===== src/rtl/rs_wakeup_table.sv =====
// Reservation-station wakeup/select table: sticky per-source ready bits, CDB snoop with allocate bypass.
// Wakeup-to-ready and alloc-to-issue latency 1 cycle; select is combinational from state; no backpressure beyond issue_ack.
module rs_wakeup_table #(
  parameter int NUM_ENTRIES = 8,
  parameter int NUM_CDB     = 2,
  parameter int TAG_W       = 6,
  parameter int IDX_W       = 3
) (
  input  logic                     clk,
  input  logic                     reset_n,
  input  logic                     flush,
  input  logic                     alloc_valid,
  input  logic [IDX_W-1:0]         alloc_idx,
  input  logic [TAG_W-1:0]         alloc_src1_tag,
  input  logic                     alloc_src1_ready,
  input  logic [TAG_W-1:0]         alloc_src2_tag,
  input  logic                     alloc_src2_ready,
  input  logic [NUM_CDB-1:0]       cdb_valid,
  input  logic [NUM_CDB*TAG_W-1:0] cdb_tag,
  input  logic                     issue_ack,
  output logic [NUM_ENTRIES-1:0]   entry_valid,
  output logic [NUM_ENTRIES-1:0]   entry_ready,
  output logic                     issue_valid,
  output logic [IDX_W-1:0]         issue_idx,
  output logic [TAG_W-1:0]         issue_src1_tag,
  output logic [TAG_W-1:0]         issue_src2_tag,
  output logic                     alloc_conflict
);

  logic [NUM_ENTRIES-1:0] r_valid;
  logic [NUM_ENTRIES-1:0] r_s1_rdy;
  logic [NUM_ENTRIES-1:0] r_s2_rdy;
  logic [TAG_W-1:0]       r_s1_tag [NUM_ENTRIES];
  logic [TAG_W-1:0]       r_s2_tag [NUM_ENTRIES];
  logic                   r_conflict;

  logic [NUM_ENTRIES-1:0] w_s1_hit;
  logic [NUM_ENTRIES-1:0] w_s2_hit;
  logic [NUM_ENTRIES-1:0] w_free;
  logic [NUM_ENTRIES-1:0] w_write;
  logic                   w_a1_hit;
  logic                   w_a2_hit;
  logic                   w_any;
  logic                   w_fire;
  logic                   w_alloc_ok;
  logic [IDX_W-1:0]       w_idx;

  always_comb begin
    w_s1_hit = '0;
    w_s2_hit = '0;
    w_a1_hit = 1'b0;
    w_a2_hit = 1'b0;
    for (int k = 0; k < NUM_CDB; k++) begin
      if (cdb_valid[k]) begin
        for (int i = 0; i < NUM_ENTRIES; i++) begin
          if (cdb_tag[k*TAG_W +: TAG_W] == r_s1_tag[i]) w_s1_hit[i] = 1'b1;
          if (cdb_tag[k*TAG_W +: TAG_W] == r_s2_tag[i]) w_s2_hit[i] = 1'b1;
        end
        if (cdb_tag[k*TAG_W +: TAG_W] == alloc_src1_tag) w_a1_hit = 1'b1;
        if (cdb_tag[k*TAG_W +: TAG_W] == alloc_src2_tag) w_a2_hit = 1'b1;
      end
    end
  end

  assign entry_valid = r_valid;
  assign entry_ready = r_valid & r_s1_rdy & r_s2_rdy;

  // Descending scan so the lowest ready index is the last one written.
  always_comb begin
    w_idx = '0;
    w_any = 1'b0;
    for (int i = NUM_ENTRIES - 1; i >= 0; i--) begin
      if (entry_ready[i]) begin
        w_idx = IDX_W'(i);
        w_any = 1'b1;
      end
    end
  end

  assign issue_valid    = w_any;
  assign issue_idx      = w_idx;
  assign issue_src1_tag = w_any ? r_s1_tag[w_idx] : '0;
  assign issue_src2_tag = w_any ? r_s2_tag[w_idx] : '0;
  assign alloc_conflict = r_conflict;
  assign w_fire         = issue_ack & w_any;

  // An entry being issued this cycle counts as free for a same-cycle allocate.
  always_comb begin
    w_free = '0;
    if (w_fire) w_free[w_idx] = 1'b1;
    w_alloc_ok = alloc_valid & (~r_valid[alloc_idx] | w_free[alloc_idx]);
    w_write = '0;
    if (w_alloc_ok) w_write[alloc_idx] = 1'b1;
  end

  always_ff @(posedge clk or negedge reset_n) begin
    if (!reset_n) begin
      r_valid    <= '0;
      r_s1_rdy   <= '0;
      r_s2_rdy   <= '0;
      r_conflict <= 1'b0;
      for (int i = 0; i < NUM_ENTRIES; i++) begin
        r_s1_tag[i] <= '0;
        r_s2_tag[i] <= '0;
      end
    end else if (flush) begin
      r_valid    <= '0;
      r_s1_rdy   <= '0;
      r_s2_rdy   <= '0;
      r_conflict <= 1'b0;
    end else begin
      r_conflict <= alloc_valid & ~w_alloc_ok;
      for (int i = 0; i < NUM_ENTRIES; i++) begin
        if (w_write[i]) begin
          r_valid[i]  <= 1'b1;
          r_s1_tag[i] <= alloc_src1_tag;
          r_s2_tag[i] <= alloc_src2_tag;
          r_s1_rdy[i] <= alloc_src1_ready | w_a1_hit;
          r_s2_rdy[i] <= alloc_src2_ready | w_a2_hit;
        end else if (w_free[i]) begin
          r_valid[i] <= 1'b0;
        end else if (r_valid[i]) begin
          r_s1_rdy[i] <= r_s1_rdy[i] | w_s1_hit[i];
          r_s2_rdy[i] <= r_s2_rdy[i] | w_s2_hit[i];
        end
      end
    end
  end

endmodule


===== config.mk =====
export PLATFORM = sky130hd
export DESIGN_NAME = rs_wakeup_table
export DESIGN_NICKNAME = d
export VERILOG_FILES = /design/src/rtl/rs_wakeup_table.sv
export SDC_FILE = /design/constraint.sdc
export NUM_CORES = 1
export LEC_CHECK = 0
export BUFFER_PORTS_ARGS = -buffer_cell sky130_fd_sc_hd__buf_2
export CORE_AREA = 4 4 142 144
export CTS_BUF_LIST = sky130_fd_sc_hd__clkbuf_2 sky130_fd_sc_hd__clkbuf_4 sky130_fd_sc_hd__clkbuf_8
export DETAILED_ROUTE_END_ITERATION = 7
export DIE_AREA = 0 0 146 148
export PLACE_DENSITY = 0.63
export SLEW_MARGIN = 5
export SYNTH_ARGS = -nofsm -noshare
export SYNTH_HDL_FRONTEND = slang
export SYNTH_SLANG_ARGS = --single-unit

===== constraint.sdc =====
create_clock -name clk -period 4.5 [get_ports clk]
set_clock_uncertainty 0.2 [all_clocks]
set_input_delay 0.45 -clock clk [delete_from_list [all_inputs] [get_ports clk]]
set_output_delay 0.45 -clock clk [all_outputs]
set_load 0.02 [all_outputs]

==> impl_metrics.csv <==
group,metric,value,unit
floorplanning,die_y,148,um
timing,finalWorstSetupSlack,0.729,ns
synth,synth_area,8440,um2
drt,wl_per_cell,25.2,um
drt,first_pass_iters,5,
clock_tree,htree_num_levels,4,
power_and_ir_drop,total_leakage_power,3.77,nW
drt,vias,7586,
clock_tree,cts-root-buf,"clkbuf_8",
placed_design,io_buffers,68,
timing,timing.setup.tns,0,ns
synth,synth-xor-area-share,0.224,
setup_path,cp_max_fo,20,
placed_design,post-dp-hpwl,20300,um
placed_design,gp_congestion,0.930,
setup_path,required,3.85,ns
floorplanning,coreArea,18700,um2
finish,fin_cells,1180,
worst_hold_path,holdCritStartpoint,"flush",
synth,synth_nets,940,
clock_tree,cts_tree,"yes",
job,drv_cap,0,
global_routing,antenna_found_initial,1,
timing,clock.fmax,265,MHz
setup_path,cp-start-kind,"register",
placed_design,preCtsSetupSlack,0.967,ns
clock_tree,clock_latency,0.46,ns
synth,seq_area_frac_synth,0.359,
floorplanning,dieArea,21600,um2
clock_tree,cts_max_path_buffers,2,
placed_design,dp_cells,1147,
global_routing,grt_pass1_vias,7205,
drt,drcViolationCount,0,
timing,drv_slew,0,
synth,synth-adder-area-share,0,
finish,nets,969,
worst_hold_path,holdPathEnd,"alloc_conflict",
drt,drt_wl_total,29700,um
worst_hold_path,hold_class,"in2reg",
global_routing,grt_pass1_wl,45000,um
outcome,status,"complete, no violations",
synth,synth_simple_gate_area_frac,0.168,
timing,post-route-min-period,3.77,ns
clock_tree,post_cts_buffers,0,
global_routing,grt_max_degree,69,
timing,period_share,0.838,
synth,synth_edf_count,0,
floorplanning,initial_utilization,0.451,
timing,final-hold-violation-count,0,
global_routing,grt_usage,0.273,
global_routing,top_usage_layer,"met2",
setup_path,r2r-end,"r_s2_tag[7]",
setup_path,r2r_setup_slack,0.87,ns
timing,grt_setup_unrepaired,"false",
setup_path,reg2reg_depth,10,
synth,avgSynthCellArea,9.33,um2
synth,yosysWarnings,0,
drt,drtAntennaViolNets,0,
global_routing,use_met3,0.0791,
finish,drive_gt1_frac,0.149,
global_routing,gr-usage-met2,0.398,
setup_path,endpoint_kind,"output pin",
floorplanning,ioPinCount,69,
synth,synth_mux_area_frac,0.0130,
timing,worst_slew_pin_slew,0.936,ns
power_and_ir_drop,irDropWorstVdd,0.191,mV
finish,fillCellCount,1736,
clock_tree,cts_made_buffers,17,
global_routing,grt_use_met1,0.389,
synth,synth_top_family_by_area,"XOR/XNOR gates",
synth,synth-seq-cells,121,
drt,routed_via_density,6.43,
drt,initialDrtViolationCount,885,
setup_path,r2r_start,"entry_valid[3]",
timing,timing.slew.headroom,0.376,
synth,synth_compound_area_frac,0.194,
finish,antennaDiodeCount,0,
global_routing,grt.overflow.total,0,
worst_hold_path,holdPathStages,2,
clock_tree,clk_pin_slew,0.07,ns
floorplanning,rows,50,
timing,hold_slack,0.168,ns
synth,synth_top_flop_cell,"dfrtp_1",
clock_tree,cts_sinks,121,
setup_path,timing_worst_setup_path_type,"reg2out",
synth,async_flop_share,1.00,
synth,synth_cell_types,51,
finish,syn2layout_area_growth,10.4,%
setup_path,critical_path_arrival,3.12,ns
timing,setup_violations,0,
floorplanning,die_w,146,um
synth,postSynthCellCount,904,
power_and_ir_drop,p_per_area,379,nW/um2
sequential cells by signal, indices dropped and copies added, names as in the netlist:
name	flops
r_s1_tag	48
r_s2_tag	48
entry_valid	8
r_s2_rdy	8
r_s1_rdy	8
alloc_conflict	1
stage by stage:
step | power, mW | utilization | cell area (um2)
2_1_floorplan | 2.20 | - | 8440
3_3_place_gp | 2.44 | 0.475 | 8880
3_5_place_dp | 2.46 | 0.475 | 8880
4_1_cts | 3.52 | 0.498 | 9320
5_1_grt | 3.68 | 0.498 | 9320
6_report | 3.53 | 0.498 | 9320
power by group:
group / internal, mW / switching [mW]
sequential: 1.28 / 0.306
combinational: 0.466 / 0.413
clock: 0.613 / 0.452
total: 2.36 / 1.17
cells in the mapped netlist, types with 3 or more instances:
| master | n | area share |
|---|---|---|
| buf_1 | 8 | 0.0036 |
| a22oi_1 | 4 | 0.0036 |
| and3_1 | 9 | 0.0067 |
| o22ai_1 | 5 | 0.0037 |
| nand4_1 | 41 | 0.030 |
| nand2_1 | 33 | 0.015 |
| mux2_2 | 6 | 0.0080 |
| nand3_2 | 11 | 0.013 |
| buf_2 | 7 | 0.0042 |
| clkbuf_1 | 55 | 0.024 |
| buf_4 | 3 | 0.0027 |
| dfrtp_1 | 121 | 0.36 |
| a21oi_1 | 18 | 0.011 |
| nand2b_1 | 3 | 0.0022 |
| o31ai_1 | 3 | 0.0027 |
| nor2_1 | 45 | 0.020 |
| o21ai_0 | 36 | 0.021 |
| nor2b_1 | 4 | 0.0030 |
| xnor2_1 | 132 | 0.14 |
| nor4_1 | 20 | 0.015 |
| and2_1 | 4 | 0.0030 |
| nand3_1 | 45 | 0.027 |
| o2bb2ai_1 | 106 | 0.11 |
| inv_1 | 7 | 0.0031 |
| xor2_1 | 84 | 0.087 |
| or4_1 | 8 | 0.0071 |
| o22a_1 | 24 | 0.025 |
| nor3_1 | 30 | 0.018 |
| o211ai_1 | 4 | 0.0036 |
layout by cell type (no fill, tap or decap), types with 11 or more instances in the layout:
master	instances
o2bb2ai_1	106
nand4_1	41
dfrtp_1	121
buf_2	67
xnor2_1	132
o21ai_0	36
o22a_1	24
nand3_1	45
nor3_1	30
nor4_1	20
nor2_1	44
xor2_1	84
nand2_1	33
a21oi_1	17
clkbuf_8	20
buf_4	17
nand3_2	11
repair_timing:
action / in CTS / in global routing
resized for setup: 0 / 0
hold buffers: 1 / 0
hold endpoints to repair: 66 / 0
metal layers:
metal	wire length, um	share of wire
met5	5	0.00017
met4	721	0.024
met3	2960	0.10
met2	12900	0.43
met1	13100	0.44
worst max-delay path by stage:
stage / slack (ns) / cells after the start / end / from
2_1_floorplan: 1.58 / 10 / issue_src1_tag[2] / entry_valid[3]
3_3_place_gp: 1.04 / 10 / r_s2_tag[31] / entry_valid[3]
3_5_place_dp: 0.97 / 10 / r_s2_tag[7] / entry_valid[3]
4_1_cts: 0.83 / 8 / issue_src2_tag[5] / entry_valid[1]
5_1_grt: 0.56 / 8 / issue_src1_tag[2] / entry_valid[1]
6_report: 0.73 / 8 / issue_src2_tag[5] / entry_valid[1]
critical path, stage by stage, from the launching register on:
cell	delay [ns]
dfrtp_1	0.47
nand3_1	0.27
nand2_1	0.23
nor2_1	0.11
nand2_1	0.59
o22a_1	0.29
nand3_1	0.09
a21oi_1	0.36
buf_2	0.25
logic make-up after synthesis:
family | Yosys count
AO/OA/AOI/OAI | 211
XOR/XNOR | 216
AND/OR/NAND/NOR | 262
flip-flops | 121
multiplexers | 10
buffers and inverters | 84
area by class of cell:
cell class | instances | area (um2) | area share
flip-flops and latches | 121 | 3030 | 0.325
clock inverters | 8 | 118 | 0.0126
well taps | 234 | 293 | 0.0314
clock buffers | 24 | 305 | 0.0328
repair buffers | 85 | 473 | 0.0508
multi-input cells | 699 | 5070 | 0.544
inverters | 9 | 33.8 | 0.00363
(Power assumes the default switching activity.)
